**src/rtl/hazard_stall_ctrl_pkg.sv**
```systemverilog
// Shared definitions for the pipeline sequencing controller: RV32I opcodes,
// controller states and the rs2-usage decode.
package hazard_stall_ctrl_pkg;

  localparam logic [6:0] OP_BRANCH = 7'b1100011;
  localparam logic [6:0] OP_LOAD   = 7'b0000011;
  localparam logic [6:0] OP_IMM    = 7'b0010011;
  localparam logic [6:0] OP_JAL    = 7'b1101111;
  localparam logic [6:0] OP_JALR   = 7'b1100111;
  localparam logic [6:0] OP_LUI    = 7'b0110111;
  localparam logic [6:0] OP_AUIPC  = 7'b0010111;

  typedef enum logic [1:0] {
    ST_RUN      = 2'd0,
    ST_MEM_WAIT = 2'd1,
    ST_DRAIN    = 2'd2,
    ST_HALTED   = 2'd3
  } ctrl_state_e;

  // Formats without an rs2 field must not create false hazards on rs2 bits.
  function automatic logic uses_rs2(input logic [6:0] opcode);
    return !(opcode inside {OP_IMM, OP_LOAD, OP_JAL, OP_LUI, OP_AUIPC, OP_JALR});
  endfunction

endpackage

```
**src/rtl/hazard_stall_ctrl_if.sv**
```systemverilog
// Signal bundle between the pipeline datapath (master) and the
// sequencing controller (slave).
interface hazard_stall_ctrl_if #(
  parameter int CNT_W = 32
);
  logic [4:0]       id_rs1;
  logic [4:0]       id_rs2;
  logic [6:0]       id_opcode;
  logic             idex_memread;
  logic             idex_regwrite;
  logic [4:0]       idex_rd;
  logic             exmem_memread;
  logic             exmem_memwrite;
  logic [4:0]       exmem_rd;
  logic             dmem_ready;
  logic             branch_taken;
  logic             halt_req;
  logic             resume;

  logic             pc_write;
  logic             if_id_write;
  logic             if_id_flush;
  logic             id_ex_bubble;
  logic             pipe_hold;
  logic             halted;
  logic             bus_error;
  logic [CNT_W-1:0] stall_cycles;
  logic [CNT_W-1:0] flush_count;

  modport master (
    output id_rs1, id_rs2, id_opcode, idex_memread, idex_regwrite, idex_rd,
           exmem_memread, exmem_memwrite, exmem_rd, dmem_ready, branch_taken,
           halt_req, resume,
    input  pc_write, if_id_write, if_id_flush, id_ex_bubble, pipe_hold,
           halted, bus_error, stall_cycles, flush_count
  );

  modport slave (
    input  id_rs1, id_rs2, id_opcode, idex_memread, idex_regwrite, idex_rd,
           exmem_memread, exmem_memwrite, exmem_rd, dmem_ready, branch_taken,
           halt_req, resume,
    output pc_write, if_id_write, if_id_flush, id_ex_bubble, pipe_hold,
           halted, bus_error, stall_cycles, flush_count
  );

endinterface

```
**src/rtl/hazard_stall_ctrl_id_hazard_detect.sv**
```systemverilog
// Combinational ID-stage hazard detection: load-use and branch operands
// that forwarding cannot deliver in time.
module id_hazard_detect
  import hazard_stall_ctrl_pkg::*;
(
  input  logic [4:0] id_rs1_i,
  input  logic [4:0] id_rs2_i,
  input  logic [6:0] id_opcode_i,
  input  logic       idex_memread_i,
  input  logic       idex_regwrite_i,
  input  logic [4:0] idex_rd_i,
  input  logic       exmem_memread_i,
  input  logic [4:0] exmem_rd_i,
  output logic       load_use_o,
  output logic       br_haz_o
);

  logic rs2_used;
  logic idex_match;
  logic exmem_match;

  assign rs2_used = uses_rs2(id_opcode_i);

  // x0 is hardwired to zero, so a write to it never produces a dependency.
  assign idex_match  = (idex_rd_i != 5'd0) &
                       ((id_rs1_i == idex_rd_i) | (rs2_used & (id_rs2_i == idex_rd_i)));
  assign exmem_match = (exmem_rd_i != 5'd0) &
                       ((id_rs1_i == exmem_rd_i) | (rs2_used & (id_rs2_i == exmem_rd_i)));

  assign load_use_o = idex_memread_i & idex_match;
  assign br_haz_o   = (id_opcode_i == OP_BRANCH) &
                      ((idex_regwrite_i & idex_match) | (exmem_memread_i & exmem_match));

endmodule

```
**src/rtl/hazard_stall_ctrl.sv**
```systemverilog
// Pipeline sequencing controller: arbitrates hazards, redirects, data-memory
// wait states and debug halt into PC/IF/ID enables, flush, bubble and hold.
module hazard_stall_ctrl
  import hazard_stall_ctrl_pkg::*;
#(
  parameter int MEM_TIMEOUT = 255,
  parameter int CNT_W       = 32
) (
  input logic                clk,
  input logic                rst_n,
  hazard_stall_ctrl_if.slave bus
);

  localparam logic [7:0] TIMEOUT_CNT = 8'(MEM_TIMEOUT);

  ctrl_state_e      state_q, state_d;
  ctrl_state_e      ret_q, ret_d;
  logic [7:0]       wait_cnt_q, wait_cnt_d;
  logic [1:0]       drain_cnt_q, drain_cnt_d;
  logic             halted_q;
  logic             bus_error_q, bus_error_d;
  logic [CNT_W-1:0] stall_cycles_q;
  logic [CNT_W-1:0] flush_count_q;

  logic load_use, br_haz, hazard;
  logic mem_pending, frozen, drain_mode, halt_accept;
  logic pc_write, if_id_write, if_id_flush, id_ex_bubble, pipe_hold;

  id_hazard_detect u_hazard (
    .id_rs1_i        (bus.id_rs1),
    .id_rs2_i        (bus.id_rs2),
    .id_opcode_i     (bus.id_opcode),
    .idex_memread_i  (bus.idex_memread),
    .idex_regwrite_i (bus.idex_regwrite),
    .idex_rd_i       (bus.idex_rd),
    .exmem_memread_i (bus.exmem_memread),
    .exmem_rd_i      (bus.exmem_rd),
    .load_use_o      (load_use),
    .br_haz_o        (br_haz)
  );

  assign hazard      = load_use | br_haz;
  assign mem_pending = (bus.exmem_memread | bus.exmem_memwrite) & ~bus.dmem_ready;
  // Once waiting, only dmem_ready matters: the access itself is frozen in EX/MEM.
  assign frozen      = (state_q == ST_MEM_WAIT) ? ~bus.dmem_ready : mem_pending;
  assign drain_mode  = (state_q == ST_DRAIN) |
                       ((state_q == ST_MEM_WAIT) & (ret_q == ST_DRAIN));
  assign halt_accept = (state_q == ST_RUN) & bus.halt_req &
                       ~mem_pending & ~bus.branch_taken & ~hazard;

  // NOTE: sequential state uses non-blocking assignments so every register
  // samples pre-edge values regardless of process ordering.
  always_ff @(posedge clk or negedge rst_n) begin
    if (!rst_n) begin
      state_q     <= ST_RUN;
      ret_q       <= ST_RUN;
      wait_cnt_q  <= 8'd0;
      drain_cnt_q <= 2'd0;
      halted_q    <= 1'b0;
      bus_error_q <= 1'b0;
    end else begin
      state_q     <= state_d;
      ret_q       <= ret_d;
      wait_cnt_q  <= wait_cnt_d;
      drain_cnt_q <= drain_cnt_d;
      halted_q    <= (state_d == ST_HALTED);
      bus_error_q <= bus_error_d;
    end
  end

  // NOTE: every variable gets a default before the case so no path can
  // leave it unassigned and infer a latch.
  always_comb begin
    state_d     = state_q;
    ret_d       = ret_q;
    wait_cnt_d  = wait_cnt_q;
    drain_cnt_d = drain_cnt_q;
    bus_error_d = 1'b0;
    unique case (state_q)
      ST_RUN: begin
        if (mem_pending) begin
          state_d    = ST_MEM_WAIT;
          ret_d      = ST_RUN;
          wait_cnt_d = 8'd1;
        end else if (halt_accept) begin
          state_d     = ST_DRAIN;
          drain_cnt_d = 2'd3;
        end
      end
      ST_DRAIN: begin
        if (mem_pending) begin
          state_d    = ST_MEM_WAIT;
          ret_d      = ST_DRAIN;
          wait_cnt_d = 8'd1;
        end else begin
          drain_cnt_d = drain_cnt_q - 2'd1;
          if (drain_cnt_q == 2'd1) state_d = ST_HALTED;
        end
      end
      ST_MEM_WAIT: begin
        if (bus.dmem_ready) begin
          state_d    = ret_q;
          wait_cnt_d = 8'd0;
        end else if (wait_cnt_q == TIMEOUT_CNT) begin
          state_d     = ST_HALTED;
          wait_cnt_d  = 8'd0;
          bus_error_d = 1'b1;
        end else begin
          wait_cnt_d = wait_cnt_q + 8'd1;
        end
      end
      ST_HALTED: begin
        if (bus.resume) state_d = ST_RUN;
      end
      default: state_d = ST_RUN;
    endcase
  end

  always_comb begin
    pc_write     = 1'b1;
    if_id_write  = 1'b1;
    if_id_flush  = 1'b0;
    id_ex_bubble = 1'b0;
    pipe_hold    = 1'b0;
    if (state_q == ST_HALTED) begin
      pc_write     = 1'b0;
      if_id_write  = 1'b0;
      id_ex_bubble = 1'b1;
    end else begin
      if (frozen) begin
        pipe_hold   = 1'b1;
        pc_write    = 1'b0;
        if_id_write = 1'b0;
      end else if (bus.branch_taken) begin
        if_id_flush  = 1'b1;
        id_ex_bubble = 1'b1;
      end else if (hazard) begin
        pc_write     = 1'b0;
        if_id_write  = 1'b0;
        id_ex_bubble = 1'b1;
      end else if (halt_accept) begin
        if_id_flush = 1'b1;
        pc_write    = 1'b0;
      end
      // A freeze holds ID/EX as-is, so the drain bubble only applies unfrozen.
      if (drain_mode && !frozen) begin
        pc_write     = 1'b0;
        id_ex_bubble = 1'b1;
      end
    end
  end

  always_ff @(posedge clk or negedge rst_n) begin
    if (!rst_n) begin
      stall_cycles_q <= '0;
      flush_count_q  <= '0;
    end else begin
      if (!pc_write && (state_q != ST_HALTED) && (stall_cycles_q != '1))
        stall_cycles_q <= stall_cycles_q + 1'b1;
      if (if_id_flush && (flush_count_q != '1))
        flush_count_q <= flush_count_q + 1'b1;
    end
  end

  assign bus.pc_write     = pc_write;
  assign bus.if_id_write  = if_id_write;
  assign bus.if_id_flush  = if_id_flush;
  assign bus.id_ex_bubble = id_ex_bubble;
  assign bus.pipe_hold    = pipe_hold;
  assign bus.halted       = halted_q;
  assign bus.bus_error    = bus_error_q;
  assign bus.stall_cycles = stall_cycles_q;
  assign bus.flush_count  = flush_count_q;

endmodule

```
**src/flat_wrapper.sv**
```systemverilog
// flat-port wrapper written by rule: the top's interface ports become plain ports
module hazard_stall_ctrl_flat import hazard_stall_ctrl_pkg::*;
#(
  parameter int MEM_TIMEOUT = 255,
  parameter int CNT_W       = 32
)
  (clk, rst_n, bus_id_rs1, bus_id_rs2, bus_id_opcode, bus_idex_memread, bus_idex_regwrite, bus_idex_rd, bus_exmem_memread, bus_exmem_memwrite, bus_exmem_rd, bus_dmem_ready, bus_branch_taken, bus_halt_req, bus_resume, bus_pc_write, bus_if_id_write, bus_if_id_flush, bus_id_ex_bubble, bus_pipe_hold, bus_halted, bus_bus_error, bus_stall_cycles, bus_flush_count);
  hazard_stall_ctrl_if #(.CNT_W(CNT_W)) bus_i ();
  input logic clk;
  input logic rst_n;
  input wire logic [$bits(bus_i.id_rs1)-1:0] bus_id_rs1;
  input wire logic [$bits(bus_i.id_rs2)-1:0] bus_id_rs2;
  input wire logic [$bits(bus_i.id_opcode)-1:0] bus_id_opcode;
  input wire logic [$bits(bus_i.idex_memread)-1:0] bus_idex_memread;
  input wire logic [$bits(bus_i.idex_regwrite)-1:0] bus_idex_regwrite;
  input wire logic [$bits(bus_i.idex_rd)-1:0] bus_idex_rd;
  input wire logic [$bits(bus_i.exmem_memread)-1:0] bus_exmem_memread;
  input wire logic [$bits(bus_i.exmem_memwrite)-1:0] bus_exmem_memwrite;
  input wire logic [$bits(bus_i.exmem_rd)-1:0] bus_exmem_rd;
  input wire logic [$bits(bus_i.dmem_ready)-1:0] bus_dmem_ready;
  input wire logic [$bits(bus_i.branch_taken)-1:0] bus_branch_taken;
  input wire logic [$bits(bus_i.halt_req)-1:0] bus_halt_req;
  input wire logic [$bits(bus_i.resume)-1:0] bus_resume;
  output wire logic [$bits(bus_i.pc_write)-1:0] bus_pc_write;
  output wire logic [$bits(bus_i.if_id_write)-1:0] bus_if_id_write;
  output wire logic [$bits(bus_i.if_id_flush)-1:0] bus_if_id_flush;
  output wire logic [$bits(bus_i.id_ex_bubble)-1:0] bus_id_ex_bubble;
  output wire logic [$bits(bus_i.pipe_hold)-1:0] bus_pipe_hold;
  output wire logic [$bits(bus_i.halted)-1:0] bus_halted;
  output wire logic [$bits(bus_i.bus_error)-1:0] bus_bus_error;
  output wire logic [$bits(bus_i.stall_cycles)-1:0] bus_stall_cycles;
  output wire logic [$bits(bus_i.flush_count)-1:0] bus_flush_count;
  assign bus_i.id_rs1 = bus_id_rs1;
  assign bus_i.id_rs2 = bus_id_rs2;
  assign bus_i.id_opcode = bus_id_opcode;
  assign bus_i.idex_memread = bus_idex_memread;
  assign bus_i.idex_regwrite = bus_idex_regwrite;
  assign bus_i.idex_rd = bus_idex_rd;
  assign bus_i.exmem_memread = bus_exmem_memread;
  assign bus_i.exmem_memwrite = bus_exmem_memwrite;
  assign bus_i.exmem_rd = bus_exmem_rd;
  assign bus_i.dmem_ready = bus_dmem_ready;
  assign bus_i.branch_taken = bus_branch_taken;
  assign bus_i.halt_req = bus_halt_req;
  assign bus_i.resume = bus_resume;
  assign bus_pc_write = bus_i.pc_write;
  assign bus_if_id_write = bus_i.if_id_write;
  assign bus_if_id_flush = bus_i.if_id_flush;
  assign bus_id_ex_bubble = bus_i.id_ex_bubble;
  assign bus_pipe_hold = bus_i.pipe_hold;
  assign bus_halted = bus_i.halted;
  assign bus_bus_error = bus_i.bus_error;
  assign bus_stall_cycles = bus_i.stall_cycles;
  assign bus_flush_count = bus_i.flush_count;
  hazard_stall_ctrl #(.MEM_TIMEOUT(MEM_TIMEOUT), .CNT_W(CNT_W)) u_core (.clk(clk), .rst_n(rst_n), .bus(bus_i));
endmodule
```
**config.mk**
```make
export PLATFORM = sky130hd
export DESIGN_NAME = hazard_stall_ctrl_flat
export DESIGN_NICKNAME = d
export VERILOG_FILES = /design/src/rtl/hazard_stall_ctrl_pkg.sv /design/src/rtl/hazard_stall_ctrl_if.sv /design/src/rtl/hazard_stall_ctrl_id_hazard_detect.sv /design/src/rtl/hazard_stall_ctrl.sv /design/src/flat_wrapper.sv
export SDC_FILE = /design/constraint.sdc
export NUM_CORES = 1
export LEC_CHECK = 0
export BUFFER_PORTS_ARGS = -buffer_cell sky130_fd_sc_hd__buf_2
export CAP_MARGIN = 20
export CORE_MARGIN = 2
export CORE_UTILIZATION = 54
export DETAILED_ROUTE_END_ITERATION = 8
export MAX_ROUTING_LAYER = met4
export PLACE_DENSITY = 0.81
export SETUP_SLACK_MARGIN = 0.2
export SLEW_MARGIN = 20
export SYNTH_ARGS = -nofsm -noshare
export SYNTH_HDL_FRONTEND = slang
export SYNTH_SLANG_ARGS = --single-unit
```
**constraint.sdc**
```tcl
create_clock -name clk -period 2.4 [get_ports clk]
set_input_delay 0.12 -clock clk [delete_from_list [all_inputs] [get_ports clk]]
set_output_delay 0.12 -clock clk [all_outputs]
set_load 0.05 [all_outputs]
```
[Word level (Yosys, flattened, before mapping)]
Cells that the tools add are included.
Storage, ports and cells
  register bits after elaboration: 80
  input bits: 37
  logic and storage cells: 125
Cells by class
  multiplexer cells: 45
  add/subtract/negate cells: 4
  reduce and logical (&&, ||, !) cells: 17
  bitwise logic cells: 24
  equal/unequal tests: 27
Operators by type and width (count)
  $add 32x1->32 const B: 2
  $ne 32x32->1 const B: 2
  $mux 1: 26
  $mux 2: 12
  $mux 8: 3
  $eq 7x7->1 const B: 3
  $eq 5x5->1: 4
  $pmux 8 s2: 1
  $and 1x1->1: 14
  $eq 7x5->1 const B: 2
  $reduce_bool 5->1: 2
  $add 8x1->8 const B: 1
  $eq 2x2->1 const B: 4
  $eq 8x8->1 const B: 1
  $ne 2x1->1 const B: 4
  $pmux 2 s2: 2
  $pmux 2 s4: 1
  $eq 7x2->1 const B: 1
  $eq 7x6->1 const B: 1
  $ne 2x2->1 const B: 3
  $or 1x1->1: 6
  $reduce_bool 6->1: 1
  $eq 2x1->1 const B: 2
  $logic_and 1x1->1: 4
  other kinds (9): 15

[Longest topological paths before layout]
  word-level depth: 21
  depth in mapped cells: 9

[Cells and area by module]
From an unflattened synthesis, not the netlist that was laid out.
Unflattened totals
  cell total of the unflattened synthesis: 446
  area total of the unflattened synthesis: 4399.2 um2
By module, submodules not included
  hazard_stall_ctrl: sequential area each 1976.9 um2, instances 1, cells an instance 401, area each 4072.7 um2
  id_hazard_detect: sequential area each 0.0 um2, instances 1, cells an instance 45, area each 326.6 um2

[Worst setup path before layout]
OpenSTA, ideal clock, no wires.
  path kind: input to output
  start: input bus_id_opcode[4]
  end: output bus_id_ex_bubble
  arrival time: 3.232 ns
  buffers on the path: 0
  stages on the path: 7
  data required time: 2.280 ns
  path slack: -0.952 ns
  path through: and3b_4 -> o2111a_1 -> or4_4 -> a21o_1 -> nand2_1 -> nor2_1 -> o311ai_0
On the way
  cells in the longest elaborated chain, start to end: 15
  elaborated cells between the ends (all ways): 26
  classes of those cells: eq/ne (7); mux (5); bitwise (12); reduce/logical (2)
Ends and longest elaborated chain
  start: declaration: RTL line flat_wrapper.sv:13  | input wire logic [$bits(bus_i.id_opcode)-1:0] bus_id_opcode;
  $eq 7x5->1 (tied with other cells): RTL line hazard_stall_ctrl_pkg.sv:22  | return !(opcode inside {OP_IMM, OP_LOAD, OP_JAL, OP_LUI, OP_AUIPC, OP_JALR});
  $reduce_bool 6->1: RTL line hazard_stall_ctrl_pkg.sv:22
  $logic_not 1->1: RTL line hazard_stall_ctrl_pkg.sv:22
  $and 1x1->1 (on tied branches): RTL line hazard_stall_ctrl_id_hazard_detect.sv:26, hazard_stall_ctrl_id_hazard_detect.sv:28
  $or 1x1->1 (on tied branches): RTL line hazard_stall_ctrl_id_hazard_detect.sv:26, hazard_stall_ctrl_id_hazard_detect.sv:28
  $and 1x1->1 (on tied branches): RTL line hazard_stall_ctrl_id_hazard_detect.sv:25, hazard_stall_ctrl_id_hazard_detect.sv:27
  $and 1x1->1: RTL line hazard_stall_ctrl_id_hazard_detect.sv:32  | ((idex_regwrite_i & idex_match) | (exmem_memread_i & exmem_match));
  $or 1x1->1: RTL line hazard_stall_ctrl_id_hazard_detect.sv:32
  $and 1x1->1: RTL line hazard_stall_ctrl_id_hazard_detect.sv:31  | assign br_haz_o = (id_opcode_i == OP_BRANCH) &
  $or 1x1->1 (*): RTL line hazard_stall_ctrl.sv:42  | assign hazard = load_use | br_haz;
  $mux 1 (*): RTL line hazard_stall_ctrl.sv:137  | end else if (hazard) begin
  $mux 1 (*): RTL line hazard_stall_ctrl.sv:134  | end else if (bus.branch_taken) begin
  $mux 1 (*): RTL line hazard_stall_ctrl.sv:130  | if (frozen) begin
  $mux 1 (*): RTL line hazard_stall_ctrl.sv:146  | if (drain_mode && !frozen) begin
  $mux 1 (*): RTL line hazard_stall_ctrl.sv:125  | if (state_q == ST_HALTED) begin
  end: declaration: RTL line flat_wrapper.sv:27  | output wire logic [$bits(bus_i.id_ex_bubble)-1:0] bus_id_ex_bubble;
Every way passes the cells marked *; elsewhere a longest branch is shown, timed or not.

[Worst setup path after layout]
  start: register u_core.flush_count_q[24] (netlist: u_core.bus.flush_count[24])
  end: register u_core.flush_count_q[25] (netlist: u_core.bus.flush_count[25])
On the way
  cells in the longest elaborated chain, start to end: 2
  elaborated cells between the ends (all ways): 3
  classes of those cells: add/sub (1); eq/ne (1); reduce/logical (1)
Ends and longest elaborated chain
  start: declaration: RTL line hazard_stall_ctrl.sv:23  | logic [CNT_W-1:0] flush_count_q;
  start signal: assignment: RTL line hazard_stall_ctrl.sv:161  | flush_count_q <= flush_count_q + 1'b1;
  branches (longest 2 deep; another with $add 32x1->32)
Several ways; the timed one is not identified.
A chain may end at the register's enable or synchronous reset.

==> out/qor.txt <==
Clock Power Share: 19.2%
Top post-synthesis cells by area: dfrtp_1, xor2_1, nor3_1
Worst Path Arrival: 2.43 ns
Number of synthesized flops with an enable pin: 0
Root buf cell: clkbuf_8
RSZ-0062 raised after global routing: true
Final clock skew: 0.02387 ns
Sw frac: 44.69%
Post-layout total power: 5.136 mW
Setup_tns: 0 ns
Max FO, Critical Path: 11
CTS tree: done
CTS Buf Count: 9
Die Width: 94.70 µm
YS warnings: 0
Register bit total from synthesis: 79
Register share of total power: 35.9%
Seq/Total Area, Yosys: 44.51%
Worst path buffer plus inverter count: 1
WL final: 11.51 mm
Final #Nets: 656
Post-DP HPWL: 8.104 mm
Synth-to-Final Area Change: 33.83%
Via count: 4155
DRT iter0 DRCs: 165
Wire per inst: 15.88 µm
Total track usage: 26.22%
Storage element area: 2022 µm²
# IOs: 108
Final setup vio count: 0
Slew Limit Headroom: 52.48%
Cells after Synth: 466
VDD IR max: 0.5290 mV
Non-filler cells, final: 725
# DRC: 0
Average size of a mapped cell: 9.532 µm²
# rows: 33
Layout cells sized above 1: 40.48%
Final core area utilization: 73.45%
Clk_lat worst skew: 0.36 ns
WP data required: 2.65 ns
Maxcap violations: 0
# fillers: 584
TritonRoute pass-1 iters: 4
Initial Utilization: 54.89%
Die Y: 94.70 µm
Synth async-reset ratio: 100.0%
Post-synth cell types: 50
CTS max path bufs: 2
Clock slew at reported path FFs: 0.08 ns
Multi-input logic area: 2601 µm²
N_diodes: 0
Placed instance area: 5389 µm²
WS Path Type: reg2reg
Clk sinks: 79
Final Cycle Share: 90.76%
Dpl ws: -0.08696 ns
GP Congestion: 0.9466
Mapped Nets: 507
Psw: 2.295 mW
Synthesized area: 4442 µm²
Crit-path max cell delay: 0.44 ns
Largest net degree at the start of global routing: 55
Drt via density: 5.731
Worst setup EP type: flop
PD cells: 864.0 nW/µm²
Leakage: 2.809 nW
Post-route minimum period: 2.178 ns
Initial antenna violation count: 0
Critical Path Slowest Stage Cell: dfrtp_2
Area leader, netlist: dfrtp_1
Final hold viol count: 0
Port bufs: 107
Outcome: finished clean
Global-route wire length before repair: 18.08 mm
CP top delay family: simple AND/OR/NAND/NOR gates
Remaining global-route overflow: 0
Die ar.: 8967 µm²
Final instance area: 5944 µm²
HP Class: in2reg
Critical-path cell list: and4_1 > and3_1 > and3_1 > nand3_1 > nand2_1 > buf_4 > nor3_1 > xor2_1
CP most frequent cell: and3_1
Area share of the largest cell type after synthesis: 44.51%
Placed insts: 692
Setup ws final: 0.2217 ns
Core region area: 8093 µm²
CP Launch Type: flop
Max Slew Vio Count: 0
Detail Route Antenna Nets: 0
Number of global-route vias before repair: 3909
Hold_ws: 0.1785 ns
Logic pwr share: 44.9%
Int Pwr: 2.841 mW
Worst-margin pin slew: 0.7128 ns
Most used flip-flop cell after synthesis: dfrtp_1
Fmax achieved: 459.1 MHz
H-tree depth: 3
-- per-layer routing --
metal / global-route usage [%] / part of all wire (%)
met3: 3.671 / 4.2
met5: - / 0
met4: 11.59 / 2.4
met1: 32.82 / 44
met2: 42.49 / 50
-- sequential cells by signal, summed over array words and instances (netlist names) --
name,count
u_core.bus.bus_error,1
u_core.bus.flush_count,32
u_core.bus.halted,1
u_core.bus.stall_cycles,32
u_core.drain_cnt_q,2
u_core.ret_q,1
u_core.state_q,2
u_core.wait_cnt_q,8
-- cells by family (layout without fill, tap and decap cells) --
logic type	Yosys count	after routing	share of synthesized area (%)
muxes	5	5	1.211
AOI/OAI and AO/OA	43	43	6.338
buffers and inverters	21	175	2.394
and+or+nand+nor	232	232	28.25
adders and majority gates	4	4	1.127
DFF	79	79	44.51
xor gates and xnor gates	82	82	16.17
-- power by group through the flow --
| stage | Clock [mW] | Combinational [mW] | Sequential, mW |
|---|---|---|---|
| after floorplan | 0 | 0.938 | 2.40 |
| final | 0.984 | 2.31 | 1.85 |
| after detailed placement | 0 | 2.06 | 1.88 |
| after global placement | 0 | 2.01 | 1.86 |
| after global routing | 1.06 | 2.49 | 1.88 |
| after CTS | 0.991 | 2.10 | 1.84 |
-- timing repair --
item                       in CTS  in global routing
hold buffers                    1                  0
resized for setup               7                 36
pin swaps                       1                 17
cloned                          0                  1
setup endpoints to repair      11                 32
setup buffers                   1                 14
hold endpoints to repair       53                  0
-- area by class of cell --
cell class / count / area share, %
Clock buffer: 10 / 2.147
Clock inverter: 6 / 1.031
Inverter: 6 / 0.3789
Multi-Input combinational cell: 366 / 43.76
Sequential cell: 79 / 34.01
Tap cell: 105 / 2.210
Timing Repair Buffer: 153 / 16.46
-- worst min-delay path: cells and delay by family --
| kind | cells | cell delay (ns) |
|---|---|---|
| simple gates | 2 | 0.12 |
| buf+inv | 1 | 0.08 |
| compound gates | 1 | 0.16 |
-- synth_stat cells (all sizes together), types with 3 or more instances --
| cell type | n |
|---|---|
| dfrtp | 79 |
| xor2 | 62 |
| nand2 | 44 |
| nor3 | 38 |
| nand3 | 35 |
| nor2 | 27 |
| o21ai | 22 |
| xnor2 | 20 |
| nor4 | 18 |
| and3 | 15 |
| nand4 | 15 |
| nor3b | 9 |
| clkbuf | 8 |
| buf | 7 |
| and4 | 6 |
| inv | 6 |
| and2 | 5 |
| nand2b | 5 |
| ha | 4 |
| a211oi | 3 |
| a21oi | 3 |
| mux2 | 3 |
| nand3b | 3 |
| nor2b | 3 |
| or4 | 3 |
-- path summary, 6_finish.rpt --
path                                                        start                                     end  slack [ns]  cells after the start
setup / recovery           u_core.bus.flush_count[24]$_DFFE_PN0P_  u_core.bus.flush_count[25]$_DFFE_PN0P_        0.22                      8
hold / removal                                         bus_resume             u_core.state_q[0]$_DFF_PN0_        0.18                      4
setup reg to reg           u_core.bus.flush_count[24]$_DFFE_PN0P_  u_core.bus.flush_count[25]$_DFFE_PN0P_        0.22                      8
hold reg to reg            u_core.bus.flush_count[15]$_DFFE_PN0P_  u_core.bus.flush_count[15]$_DFFE_PN0P_        0.48                      1
max in group asynchronous                                   rst_n  u_core.bus.stall_cycles[6]$_DFFE_PN0P_        1.42                      3
min in group asynchronous                                   rst_n  u_core.bus.flush_count[22]$_DFFE_PN0P_        0.36                      2
-- placed cells by master (no fill, tap or decap), types with 20 or more instances in the layout --
master	synthesis	routed
nand2_1	44	42
buf_4	0	41
nand3_1	35	35
buf_2	4	100
dfrtp_1	79	43
o21ai_0	21	20
xnor2_1	20	20
xor2_1	62	62
nor2_1	27	23
dfrtp_2	0	36
nor3_1	37	29
Note: power is estimated with default switching activity, not from simulation.
